[src/rtl/ff_flags_mon.sv]
// FIFO flag monitor: sticky overflow/underflow bits, saturating event counters and clear pulses per interface.
// Define FF_FLAGS_MON_IRQ_EN to build the IRQ_MASK register and the irq output.
module ff_flags_mon #(
  parameter int NUM_INTFS = 4,
  parameter int CNTR_W    = 8,
  parameter int LB_ADDR_W = 8
) (
  input  logic                 clk,
  input  logic                 rst,
  input  logic [NUM_INTFS-1:0] ff_ovrflw,
  input  logic [NUM_INTFS-1:0] ff_undrflw,
  output logic [NUM_INTFS-1:0] clear_flags,
  input  logic                 lb_wr_en,
  input  logic                 lb_rd_en,
  input  logic [LB_ADDR_W-1:0] lb_addr,
  input  logic [31:0]          lb_wr_data,
  output logic                 lb_rd_valid,
  output logic [31:0]          lb_rd_data,
  output logic                 irq
);

  localparam logic [LB_ADDR_W-1:0] ADDR_STATUS   = LB_ADDR_W'(0);
  localparam logic [LB_ADDR_W-1:0] ADDR_CLEAR    = LB_ADDR_W'(1);
  localparam logic [LB_ADDR_W-1:0] ADDR_IRQ_MASK = LB_ADDR_W'(2);
  localparam int                   ADDR_CNT_BASE = 16;
  localparam logic [31:0] INTF_BITS   = 32'((64'd1 << NUM_INTFS) - 64'd1);
  localparam logic [31:0] STATUS_BITS = INTF_BITS | (INTF_BITS << 16);

  logic [NUM_INTFS-1:0] ovr_sticky, und_sticky;
  logic [CNTR_W-1:0]    ovr_cnt [NUM_INTFS];
  logic [CNTR_W-1:0]    und_cnt [NUM_INTFS];
  logic [NUM_INTFS-1:0] clr_vec;
  logic [31:0]          status_word, mask_word, rd_word;
  logic                 unused_wr_bits;

  assign unused_wr_bits = &{1'b0, lb_wr_data};

  // A clear zeroes the counter first, then a same-cycle event still counts once.
  function automatic logic [CNTR_W-1:0] next_cnt(input logic [CNTR_W-1:0] cnt,
                                                 input logic clr, input logic flag);
    logic [CNTR_W-1:0] base;
    base = clr ? '0 : cnt;
    if (flag && (base != '1)) return base + CNTR_W'(1);
    return base;
  endfunction

  // NOTE: every always_comb output gets a default first so no path leaves it unassigned (no latch).
  always_comb begin
    clr_vec = '0;
    if (lb_wr_en && (lb_addr == ADDR_CLEAR)) clr_vec = lb_wr_data[NUM_INTFS-1:0];
  end

  always_comb begin
    status_word                 = '0;
    status_word[NUM_INTFS-1:0]  = ovr_sticky;
    status_word[16 +: NUM_INTFS] = und_sticky;
  end

  always_comb begin
    rd_word = '0;
    if (lb_addr == ADDR_STATUS)   rd_word = status_word;
    if (lb_addr == ADDR_IRQ_MASK) rd_word = mask_word;
    for (int i = 0; i < NUM_INTFS; i++) begin
      if (lb_addr == LB_ADDR_W'(ADDR_CNT_BASE + i)) begin
        rd_word[CNTR_W-1:0]   = ovr_cnt[i];
        rd_word[16 +: CNTR_W] = und_cnt[i];
      end
    end
  end

  // NOTE: sequential state uses non-blocking assignments so every register samples pre-edge values.
  always_ff @(posedge clk) begin
    if (rst) begin
      ovr_sticky <= '0;
      und_sticky <= '0;
      // NOTE: the counters are flops, not a RAM, so clearing them all on reset is cheap and required.
      for (int i = 0; i < NUM_INTFS; i++) begin
        ovr_cnt[i] <= '0;
        und_cnt[i] <= '0;
      end
    end else begin
      ovr_sticky <= (ovr_sticky & ~clr_vec) | ff_ovrflw;
      und_sticky <= (und_sticky & ~clr_vec) | ff_undrflw;
      for (int i = 0; i < NUM_INTFS; i++) begin
        ovr_cnt[i] <= next_cnt(ovr_cnt[i], clr_vec[i], ff_ovrflw[i]);
        und_cnt[i] <= next_cnt(und_cnt[i], clr_vec[i], ff_undrflw[i]);
      end
    end
  end

  // Read data is captured from pre-write state, so a simultaneous write is not visible.
  always_ff @(posedge clk) begin
    if (rst) begin
      lb_rd_valid <= 1'b0;
      lb_rd_data  <= '0;
      clear_flags <= '0;
    end else begin
      lb_rd_valid <= lb_rd_en;
      if (lb_rd_en) lb_rd_data <= rd_word;
      clear_flags <= clr_vec;
    end
  end

`ifdef FF_FLAGS_MON_IRQ_EN
  always_ff @(posedge clk) begin
    if (rst) begin
      mask_word <= '0;
      irq       <= 1'b0;
    end else begin
      if (lb_wr_en && (lb_addr == ADDR_IRQ_MASK)) mask_word <= lb_wr_data & STATUS_BITS;
      irq <= |(status_word & mask_word);
    end
  end
`else
  assign mask_word = '0;
  assign irq       = 1'b0;
`endif

endmodule

[config.mk]
export PLATFORM = sky130hd
export DESIGN_NAME = ff_flags_mon
export DESIGN_NICKNAME = d
export VERILOG_FILES = /design/src/rtl/ff_flags_mon.sv
export SDC_FILE = /design/constraint.sdc
export NUM_CORES = 1
export LEC_CHECK = 0
export ABC_AREA = 1
export CAP_MARGIN = 30
export CORE_AREA = 2 2 118 120
export DETAILED_ROUTE_END_ITERATION = 10
export DIE_AREA = 0 0 120 122
export SYNTH_ARGS = -nofsm -noshare
export SYNTH_HDL_FRONTEND = slang
export SYNTH_SLANG_ARGS = --single-unit
[constraint.sdc]
create_clock -name clk -period 1.4 [get_ports clk]
set_input_delay 0.14 -clock clk [delete_from_list [all_inputs] [get_ports clk]]
set_output_delay 0.14 -clock clk [all_outputs]
set_load 0.01 [all_outputs]
==> flow_summary.ini <==
[status]
status = completed

[floorplanning]
row_count = 43
die_h_microns = 122
die_area_sq_um = 14640
initial_core_util = 0.3869
num_io_pins = 90
fp.dieW_microns = 120
coreArea_sq_um = 13500

[routing]
drcViolationCount = 0
vias = 5297
avgRoutedWirePerCell_microns = 14.01
viasPerCell = 4.864
postRouteWirelength_microns = 15250
ant_nets = 0
dr.pass1.iters = 6
drt_iter0_markers = 369

[global_routing]
grt_first_pass_wirelength_microns = 23630
grt_overflow = 0
grt_max_degree = 50
grt_usage = 0.2071
antenna_found_initial = 0
grt_pass1_vias = 4668

[synth]
yosysWarnings = 0
ys_ff_latch = 93
synth_top_area_cell = dfxtp_1
ys_seq_area_frac = 0.3563
synth_cell_type_count = 37
synth_area_sq_um = 5225
synthCells = 773
syn_area_per_cell_sq_um = 6.759
synth_top_area_share = 0.3563
ys_top_cells_by_area = dfxtp_1 36%, nand2_1 12%, nor2_1 6.8%

[finish]
regArea_sq_um = 1862
nFillCells = 1264
diodes = 0
fin_nets = 957
final_cells = 1089
drive_above_1_share = 0.2662
multi_input_area_sq_um = 3168
area_growth_syn_to_layout_pct = 40.92

[worst_hold_path]
hold_depth = 3
hold_end = clear_flags[2]$_SDFF_PP0_
min_path_type = in2reg
hp-start = rst

[sta]
setup_viol = 0
min_period_ps = 1362
rsz0062_at_grt = yes
finalHoldViolCount = 0
finalCritPeriodShare = 0.9725
slew_violations = 0
finalSetupTns_ps = 0
fmax_mhz = 734.5
finClkSkew_ps = 7.342
hold_slack_ps = 222.9

[power_and_ir_drop]
p_leak_uw = 0.003105
power_uw = 5958
irDropWorstVdd_mv = 0.6255
p_per_area_nw_per_um2 = 809.2

[critical_path]
max_stage_delay_ps = 540
cp.arrival_ps = 1220
start_kind = flip-flop
critical_path_class = reg2out
critical_path.top_delay_family = buffers and inverters
timing.rr.start = und_cnt[2][1]$_SDFF_PP0_
critPathBufInv = 1
crit_fanout = 2
endpoint_kind = output port
crit_slowest_cell = clkdlybuf4s50_1
r2r_slack_ps = 90
r2r_end = und_cnt[2][5]$_SDFF_PP0_
crit_chain = clkdlybuf4s50_1
cp.required_ps = 1260
reg2regPathDepth = 6

[placement]
dp.cells = 1041
port-buffer-count = 44
dp.final_hpwl_microns = 10650
gp_congestion = 0.9191

[cts]
clock_sinks = 93
clock_latency_ps = 360
cts-root-buf = clkbuf_16
max-clock-path-buffers = 2
ctsHtreeMaxLevel = 3
cts_tree = built
cts_hold_buffers = 0
clk_pin_slew_ps = 70
cts_buffers = 9

[job]
max_cap_violations = 0
-- how the worst max path moves through the flow --
stage	from	end	cells past startpoint
after detailed placement	lb_addr[0]	ovr_cnt[2][1]$_SDFF_PP0_	11
after CTS	lb_addr[2]	und_cnt[1][2]$_SDFF_PP0_	14
after floorplan	lb_addr[3]	ovr_cnt[3][4]$_SDFF_PP0_	11
after global placement	lb_addr[4]	und_cnt[2][1]$_SDFF_PP0_	12
after global routing	lb_addr[7]	und_cnt[1][2]$_SDFF_PP0_	14
final	lb_rd_data[18]$_SDFFE_PP0P_	lb_rd_data[18]	1
-- repair_timing --
action	in CTS	in global routing
buffers inserted	10	20
endpoints found under the setup margin	86	81
gates resized for setup	91	70
cloned	3	1
pin swaps	28	47
-- kinds of logic after synthesis --
family          count (synthesis)  synth area share
flops                          93            0.3563
buf+inv                       147            0.1298
xor+xnor                        6           0.01006
compound gates                116            0.1216
other cells                     1         0.0007177
simple gates                  410            0.3815
-- per-stage QoR --
step,util,area [sq um],setup WS (ps)
2_1_floorplan,-,5285,98.16
3_3_place_gp,0.4647,6275,-653.5
3_5_place_dp,0.4647,6275,-702.4
4_1_cts,0.5162,6970,-0.8821
5_1_grt,0.5453,7363,-27.22
6_report,0.5453,7363,38.47
-- report_power, final --
group	total [uW]	switching [uW]	leakage (uW)	internal (uW)
Clock	2640	1080	0.000153	1560
Sequential	2760	60.3	0.000756	2700
Combinational	551	322	0.00220	229
-- cell type report --
cell class              count  area share
well taps                 180     0.03059
clock inverters             5     0.01172
flip-flops and latches     93      0.2528
repair buffers            151      0.1907
multi-input cells         551      0.4302
inverters                  99     0.05285
clock buffers              10     0.03110
-- worst min-delay path: cells and delay by family --
kind,cells,cell delay [ps]
and+or+nand+nor,1,110
buffers and inverters,2,300
-- state kept, by name, indices dropped and copies added (netlist names) --
register / cells
lb_rd_data: 16
und_sticky: 4
und_cnt: 32
ovr_cnt: 32
clear_flags: 4
ovr_sticky: 4
lb_rd_valid: 1
-- cells in the mapped netlist, drive strengths merged --
library cell,number
clkinv,2
dfxtp,93
nor4,1
nand3,87
a22oi,3
nand2,187
inv,97
a31oi,6
nor3,6
nor2,113
nand4,13
clkbuf,16
o31ai,1
o2111ai,2
o21ai,37
and3,2
xor2,6
conb,1
and2,1
buf,32
a21oi,61
a21boi,6
-- layer usage --
metal / global-route usage / vias up / share of wire
met5: 0 / - / 0
met4: 0.08750 / 0 / 0.028
met3: 0.02996 / 29 / 0.034
met2: 0.3299 / 116 / 0.46
met1: 0.2806 / 2437 / 0.48
li1: - / 2715 / -
-- cell usage in the layout (no fill, tap or decap), types with 7 or more instances in the layout --
| master | count |
|---|---|
| nand2_1 | 161 |
| dfxtp_1 | 93 |
| nor2_1 | 89 |
| buf_4 | 85 |
| inv_1 | 84 |
| a21oi_1 | 55 |
| nand3_1 | 48 |
| nand3_4 | 28 |
| o21ai_1 | 19 |
| nand2_2 | 18 |
| clkdlybuf4s50_1 | 18 |
| nor2_4 | 17 |
| conb_1 | 17 |
| o21ai_0 | 16 |
| nand3_2 | 13 |
| nand4_1 | 13 |
| buf_6 | 12 |
| clkbuf_16 | 10 |
| dlymetal6s2s_1 | 10 |
| nand2_4 | 8 |
| buf_12 | 8 |
| inv_2 | 7 |
| buf_2 | 7 |
No activity file was read; power rests on OpenSTA's default activity.
